<file path="src/rtl/bankp_rom_loader.sv">
// Download sequencer: splits 16-bit ioctl words into byte writes, decodes the
// four BankPanic ROM regions and gates the core reset on a complete image.
module bankp_rom_loader #(
  parameter logic [16:0] R1_BASE = 17'h0E000,
  parameter logic [16:0] R2_BASE = 17'h12000,
  parameter logic [16:0] R3_BASE = 17'h1E000,
  parameter logic [16:0] IMG_END = 17'h1E220
) (
  input  logic        clk_sys,
  input  logic        reset,
  input  logic        ioctl_download,
  input  logic        ioctl_wr,
  input  logic [26:0] ioctl_addr,
  input  logic [15:0] ioctl_dout,
  output logic        ioctl_wait,
  output logic        wr_en,
  output logic [3:0]  wr_region,
  output logic [16:0] wr_addr,
  output logic [7:0]  wr_data,
  output logic        core_reset,
  output logic        rom_loaded,
  output logic        load_done,
  output logic [1:0]  err
);

  localparam int unsigned AW  = 17;
  localparam int unsigned FAW = 27;
  localparam int unsigned DEC = 1 + 4 + AW;

  typedef enum logic [1:0] {IDLE, LO, HI} state_t;

  state_t           state, state_nx;
  logic [FAW-1:0]   addr_q;
  logic [7:0]       data_hi_q;
  logic [AW-1:0]    cnt, cnt_nx, cnt_base;
  logic             dl_q, close_pend, pend_nx;
  logic             dl_rise, dl_fall, close;
  logic             accept, byte_go, proto_err, wr_ok, range_err;
  logic [FAW-1:0]   byte_addr;
  logic [7:0]       byte_data;
  logic [DEC-1:0]   dec;
  logic             wait_nx, rom_loaded_nx;
  logic [1:0]       err_nx;

  // {in_range, one-hot region, region-relative offset} for one byte address
  function automatic logic [DEC-1:0] decode(input logic [FAW-1:0] a);
    logic [AW-1:0] ba;
    ba = a[AW-1:0];
    if (a[FAW-1:AW] != '0 || ba >= IMG_END) decode = '0;
    else if (ba < R1_BASE)                  decode = {1'b1, 4'b0001, ba};
    else if (ba < R2_BASE)                  decode = {1'b1, 4'b0010, AW'(ba - R1_BASE)};
    else if (ba < R3_BASE)                  decode = {1'b1, 4'b0100, AW'(ba - R2_BASE)};
    else                                    decode = {1'b1, 4'b1000, AW'(ba - R3_BASE)};
  endfunction

  // Next-state, byte selection and status bookkeeping
  always_comb begin
    state_nx  = state;
    accept    = 1'b0;
    byte_go   = 1'b0;
    byte_addr = '0;
    byte_data = '0;
    proto_err = 1'b0;
    wait_nx   = ioctl_wait;
    case (state)
      IDLE: begin
        if (ioctl_wr && ioctl_download) begin
          state_nx  = LO;
          accept    = 1'b1;
          byte_go   = 1'b1;
          byte_addr = ioctl_addr;
          byte_data = ioctl_dout[7:0];
          wait_nx   = 1'b1;
        end
      end
      LO: begin
        state_nx  = HI;
        byte_go   = 1'b1;
        byte_addr = addr_q | FAW'(1);
        byte_data = data_hi_q;
        proto_err = ioctl_wr;
      end
      HI: begin
        state_nx  = IDLE;
        wait_nx   = 1'b0;
        proto_err = ioctl_wr;
      end
      default: state_nx = IDLE;
    endcase

    dec       = decode(byte_addr);
    wr_ok     = byte_go & dec[DEC-1];
    range_err = byte_go & ~dec[DEC-1];

    dl_rise = ioctl_download & ~dl_q;
    dl_fall = ~ioctl_download & dl_q;
    // A close arriving mid-word waits until the word's bytes are out
    close   = (state == IDLE) && (dl_fall || close_pend);
    pend_nx = ~dl_rise & ~close & (close_pend | dl_fall);

    cnt_base = dl_rise ? '0 : cnt;
    cnt_nx   = (wr_ok && cnt_base != '1) ? AW'(cnt_base + AW'(1)) : cnt_base;

    err_nx        = (dl_rise ? 2'b00 : err) | {1'b0, range_err | proto_err};
    rom_loaded_nx = dl_rise ? 1'b0 : rom_loaded;
    if (close) begin
      if (cnt >= IMG_END) rom_loaded_nx = 1'b1;
      else                err_nx[1]     = 1'b1;
    end
  end

  // State and output registers
  always_ff @(posedge clk_sys) begin
    if (reset) begin
      state      <= IDLE;
      addr_q     <= '0;
      data_hi_q  <= '0;
      cnt        <= '0;
      dl_q       <= 1'b0;
      close_pend <= 1'b0;
      ioctl_wait <= 1'b0;
      wr_en      <= 1'b0;
      wr_region  <= '0;
      wr_addr    <= '0;
      wr_data    <= '0;
      core_reset <= 1'b1;
      rom_loaded <= 1'b0;
      load_done  <= 1'b0;
      err        <= '0;
    end else begin
      state      <= state_nx;
      if (accept) begin
        addr_q    <= ioctl_addr;
        data_hi_q <= ioctl_dout[15:8];
      end
      cnt        <= cnt_nx;
      dl_q       <= ioctl_download;
      close_pend <= pend_nx;
      ioctl_wait <= wait_nx;
      wr_en      <= wr_ok;
      if (wr_ok) begin
        wr_region <= dec[DEC-2:AW];
        wr_addr   <= dec[AW-1:0];
        wr_data   <= byte_data;
      end
      core_reset <= ioctl_download | ~rom_loaded_nx;
      rom_loaded <= rom_loaded_nx;
      load_done  <= close;
      err        <= err_nx;
    end
  end

endmodule

</file>
<file path="config.mk">
export PLATFORM = sky130hd
export DESIGN_NAME = bankp_rom_loader
export DESIGN_NICKNAME = d
export VERILOG_FILES = /design/src/rtl/bankp_rom_loader.sv
export SDC_FILE = /design/constraint.sdc
export NUM_CORES = 1
export LEC_CHECK = 0
export BUFFER_PORTS_ARGS = -buffer_cell sky130_fd_sc_hd__buf_2
export CAP_MARGIN = 30
export CORE_MARGIN = 2
export CORE_UTILIZATION = 30
export CTS_CLUSTER_DIAMETER = 30
export DETAILED_ROUTE_END_ITERATION = 8
export REMOVE_ABC_BUFFERS = 1
export SLEW_MARGIN = 10
export SYNTH_ARGS = -nofsm -noshare
export SYNTH_HDL_FRONTEND = slang
export SYNTH_SLANG_ARGS = --single-unit
</file>
<file path="constraint.sdc">
create_clock -name clk_sys -period 3.9 [get_ports clk_sys]
set_clock_uncertainty 0.2 [all_clocks]
set_input_delay 0.39 -clock clk_sys [delete_from_list [all_inputs] [get_ports clk_sys]]
set_output_delay 0.39 -clock clk_sys [all_outputs]
set_load 0.02 [all_outputs]
</file>
Yosys cells after proc, flatten, opt, wreduce, memory -nomap -nowiden

Index checks and enable logic that the tools add are counted.

Register bits: 92
Bits of input ports: 47
Output and inout port bits: 36
Word-level logic and storage cells: 78

Add/subtract/negate cells: 4
Magnitude comparators: 5
Equal/unequal tests: 4
Mux-type cells: 24
Bitwise logic cells: 16
Reduce and logical (&&, ||, !) cells: 10

Operator list:

| operator                                              | number |
|---|---|
| 2-to-1 mux 21 bit                                     | 3 |
| case mux 27 bit (2 select lines)                      | 1 |
| >= comparator 17 bit (second input constant)          | 2 |
| < comparator 17 bit (second input constant)           | 2 |
| 2-to-1 mux 17 bit                                     | 2 |
| subtractor 17 bit (second input constant)             | 2 |
| 2-to-1 mux 27 bit                                     | 1 |
| 2-to-1 mux 22 bit                                     | 1 |
| adder 17 x 1 -> 17 bit (second input constant)        | 1 |
| < comparator 17 x 16 -> 1 bit (second input constant) | 1 |
| != test 17 bit (second input constant)                | 1 |
| subtractor 17 x 16 -> 17 bit (second input constant)  | 1 |
| case mux 8 bit (2 select lines)                       | 1 |
| nonzero test 10 bit                                   | 1 |
| 2-to-1 mux 1 bit                                      | 9 |
| 2-to-1 mux 8 bit                                      | 1 |
| AND 1 bit                                             | 6 |
| inverter 1 bit                                        | 6 |
| 2-to-1 mux 2 bit                                      | 2 |
| case mux 1 bit (2 select lines)                       | 2 |
| case mux 2 bit (2 select lines)                       | 1 |
| logical AND 1 bit                                     | 3 |
| OR 1 bit                                              | 3 |
| equality test 2 x 1 -> 1 bit (second input constant)  | 1 |
| other kinds (8)                                       | 9 |

Longest topological paths before layout

Word-level depth: 14
Mapped depth: 15
Depth with buffers taken out: 11

Least setup slack after synthesis

No wires, ideal clock.

Kind: input-to-reg
From: in ioctl_download
To: reg cnt[0]
Arrival: 2.772 ns
Data required time: 3.577 ns
Slack: 0.804 ns
Stages: 13
Cells stage by stage: nand2b_1 clkbuf_1 and2_1 ha_1 and3_1 nand4_1 nor3_1 ha_1 buf_1 nor2_1 o311ai_4 or2_2 mux2_1

Longest elaborated chain between the ends: 9
Elaborated cells between the ends (all ways): 16

Ends and longest elaborated chain:

| what                                                        | line | RTL |
|---|---|---|
| start, declared                                             | 11   | `input logic ioctl_download,` |
| logical AND 1 bit                                           | 67   | `if (ioctl_wr && ioctl_download) begin` |
| 2-to-1 mux 27 bit                                           | 67   |  |
| case mux 27 bit (2 select lines)                            | 65   | `case (state)` |
| >= comparator 17 bit or nonzero test 10 bit (tied branches) | 49   | `if (a[FAW-1:AW] != '0 \|\| ba >= IMG_END) decode = '0;` |
| logical OR 1 bit                                            | 49   |  |
| 2-to-1 mux 22 bit                                           | 49   |  |
| AND 1 bit                                                   | 92   | `wr_ok = byte_go & dec[DEC-1];` |
| logical AND 1 bit                                           | 102  | `cnt_nx = (wr_ok && cnt_base != '1) ? AW'(cnt_base + AW'(1)) : cnt_base;` |
| 2-to-1 mux 17 bit *                                         | 102  |  |
| end signal, assigned                                        | 136  | `cnt <= cnt_nx;` |
| end, declared                                               | 35   | `logic [AW-1:0] cnt, cnt_nx, cnt_base;` |

Every way passes the cells marked *; elsewhere a longest branch is shown, timed or not.
A chain may end at the register's enable or synchronous reset.

Final worst setup path

From: reg state[1]
To: reg cnt[9]

Longest elaborated chain between the ends: 8
Elaborated cells between the ends (all ways): 11

Ends and longest elaborated chain:

| what                                                            | line | RTL |
|---|---|---|
| start, declared                                                 | 32   | `state_t state, state_nx;` |
| start signal, assigned                                          | 131  | `state <= state_nx;` |
| equality test 2 x 1 -> 1 bit or zero test 2 bit (tied branches) | 65   |  |
| case mux 27 bit (2 select lines)                                | 65   |  |
| >= comparator 17 bit or nonzero test 10 bit (tied branches)     | 49   |  |
| logical OR 1 bit                                                | 49   |  |
| 2-to-1 mux 22 bit                                               | 49   |  |
| AND 1 bit *                                                     | 92   |  |
| logical AND 1 bit *                                             | 102  |  |
| 2-to-1 mux 17 bit *                                             | 102  |  |

Marked as above.

==> results by group <==
Logic synthesis
  • Synth async-reset ratio: 0
  • Sequential-to-total area share from yosys stat: 0.424
  • Synthesized area per cell: 8.12 um2
  • #FFs+latches synth: 91
  • Ys flop type: dfxtp_1
  • Ys Warns: 0
  • EDFF count, synth: 0
  • Cell area after synthesis: 4300 um2
  • Synth Instances: 529
  • Netlist cell types: 50

STA
  • Final period utilization: 0.879
  • Fin crit period: 3.43 ns
  • Worst-Margin Slew: roughly 0.63 ns
  • FMAX: 292 MHz
  • Hold Fails Final Rpt: 0
  • Rel. slew slack: 0.579
  • Slew Viols, Final: 0
  • Unrepaired setup endpoints after global routing: false
  • Setup TNS: 0 ns
  • Final setup viols: 0

Setup path
  • Critical Path Sink Type: flip-flop
  • Cell Chain, Critical Path: inv_1, ha_1, nand4_1, nand2_1, ha_1, inv_1, a221oi_1, buf_4, nand2_1, o211a_1, buf_12, a311oi_1, a31o_2
  • WS Path Type: flip-flop to flip-flop
  • CP arrival: between 3 and 4 ns
  • Critical path buffer and inverter count: 4
  • Crit path largest cell delay: 0.47 ns
  • Worst path slowest cell: o211a_1
  • CP top delay family: compound AO/OA/AOI/OAI gates
  • Max FO, Critical Path: 21
  • CP startpoint kind: flip-flop
  • Worst Path Required: 3.99 ns

Global route
  • Vias in the first global route: around 3900
  • GR Overflow Total: 0
  • Largest net degree at the start of global routing: 61
  • Gr usage total: 0.159
  • Initial antenna violation count: 0
  • First-pass GRT wire length: 19200 um

Floorplan
  • Initial Util: 0.308
  • Die ar.: between 15000 and 20000 um2
  • Core outline area: between 10000 and 15000 um2
  • Die Height: ~120 um
  • Die W: 124 um
  • Row cnt: 43
  • Num ports: 83

Drt
  • DRC Markers: 0
  • Drt first pass iters: 7
  • Via count: 4168
  • M1 wire length: around 5400 um
  • Routed Antenna Nets: 0
  • Via-to-Cell Ratio: 5.36
  • Top sig layer: met4
  • WL final: 12000 um
  • Starting DRT DRC Count: 288
  • WL met3: 681 um
  • WL met2: roughly 5600 um
  • Routed len/inst: approximately 15 um

Place
  • IO Port Bufs: 82
  • Placed cell areas: a little under 5000 um2
  • HPWL Detailed: about 8500 um
  • Gpl congestion: 0.897
  • Cells after DPL: 761

Outcome
  • Status: completed

Final layout
  • Commonest cells after routing, fill and taps aside: 95 x nand2_1, 91 x dfxtp_1, 82 x a21oi_1, 82 x buf_2, 21 x nor3_1
  • Post-Layout Cell Count: just under 800
  • P&R area growth vs syn: 20.6%
  • Cell area after layout: approximately 5200 um2
  • Final nets: 647
  • Share of cells above drive strength 1: 0.213
  • Most common cell after layout, fill and taps aside: nand2_1
  • Fill cell count: ~1400
  • Number of diodes: 0

Run
  • Max Cap Viol: 0

Clock network
  • CTS sink count: between 90 and 100
  • Skew-Pair Late Insertion Delay: 0.34 ns
  • Clock Path Buffers: 2
  • Setup bufs post-CTS: 0
  • Clock buffer count from CTS: 9
  • CTS resizes: 0
  • H-Tree Depth: 3
  • Clock Pin Slew Worst Setup and Hold Paths: 0.06 ns
  • CTS tree: built
  • Hold_buf cts: 0
  • Clock root cell: clkbuf_16

Power and ir drop
  • Leak: between 1.5 and 2 nW
  • PD cells: 460 nW/um2
  • Max VDD drop: 0.199 mV

Worst hold path
  • Min-delay worst type: primary input to flip-flop
-- kinds of logic (layout without fill, tap and decap cells) --
| kind of cell | count (synthesis) | in the layout | synth area share |
|---|---|---|---|
| multiplexers | 5 | 5 | 0.0119 |
| flip-flops | 91 | 91 | 0.424 |
| XOR/XNOR | 1 | 1 | 0.00204 |
| buffers and inverters | 53 | 121 | 0.0541 |
| AO/OA/AOI/OAI | 165 | 165 | 0.253 |
| adder cells (fa/ha/maj) | 8 | 8 | 0.0233 |
| AND/OR/NAND/NOR | 206 | 206 | 0.232 |
-- flip-flops by register name (all words and copies together) (netlist names), 2 cells and up --
| signal | flops |
|---|---|
| addr_q | 26 |
| cnt | 17 |
| wr_addr | 17 |
| data_hi_q | 8 |
| wr_data | 8 |
| wr_region | 4 |
| err | 2 |
| state | 2 |
-- synth_stat cells (3+ instances only) --
master / instances / area share
a211oi_1: 16 / 0.028
a21oi_1: 82 / 0.095
a22o_1: 8 / 0.016
a22oi_1: 12 / 0.021
a311oi_1: 6 / 0.012
a31o_2: 9 / 0.018
a31oi_1: 8 / 0.012
and2_1: 4 / 0.0058
buf_1: 5 / 0.0044
buf_2: 9 / 0.010
buf_6: 3 / 0.0079
clkbuf_1: 27 / 0.024
dfxtp_1: 91 / 0.42
ha_1: 8 / 0.023
inv_1: 9 / 0.0079
mux2i_1: 4 / 0.0093
nand2_1: 95 / 0.083
nand2b_1: 3 / 0.0044
nand3_1: 18 / 0.021
nand4_1: 9 / 0.013
nor2_1: 15 / 0.013
nor2b_1: 3 / 0.0044
nor3_1: 21 / 0.024
nor3b_1: 5 / 0.0087
nor4_1: 9 / 0.013
nor4b_1: 3 / 0.0061
o21ai_0: 5 / 0.0058
o31ai_1: 4 / 0.0070
or3_1: 7 / 0.010
or4_1: 7 / 0.012
-- where the power goes --
group | internal, W | switching, W | total, W
Sequential | 0.000988 | 0.0000314 | 0.00102
Combinational | 0.000142 | 0.000266 | 0.000407
Clock | 0.000596 | 0.000360 | 0.000956
-- routing by layer --
layer	GRT usage	up-vias
li1	-	2070
met1	0.204	1959
met2	0.259	122
met3	0.0362	17
met4	0.0604	0
met5	0	-
-- worst min-delay path: stages --
cell     delay, ns
buf_2         0.09
nand2_1       0.04
a21oi_1       0.05
-- cell type report --
cell class              instances  area [um2]  share of cell area
flip-flops and latches         91        1820               0.351
clock buffers                  12         256              0.0495
multi-input cells             385        2250               0.433
inverters                       9        33.8             0.00652
repair buffers                 96         528               0.102
clock inverters                 4        72.6              0.0140
well taps                     180         225              0.0434
-- final timing paths --
| check | depth (start not counted) | slack (ns) | end | start |
|---|---|---|---|---|
| worst max-delay path | 13 | 0.47 | cnt[9] | state[1] |
| worst min-delay path | 3 | 0.08 | data_hi_q[6] | ioctl_dout[14] |
| worst max register to register | 13 | 0.47 | cnt[9] | state[1] |
| worst min register to register | 2 | 0.25 | err[1] | err[1] |
-- stage by stage --
step / power (W) / hold slack, ns / utilization / setup slack [ns]
after floorplan: 0.00127 / 0.230 / - / 0.150
after global placement: 0.00144 / 0.242 / 0.348 / 0.480
after CTS: 0.00240 / 0.0762 / 0.372 / 0.479
after detailed placement: 0.00145 / 0.247 / 0.348 / 0.334
final: 0.00238 / 0.0829 / 0.372 / 0.474
after global routing: 0.00249 / 0.0938 / 0.372 / 0.154
Power figures use the tool's default switching activity.
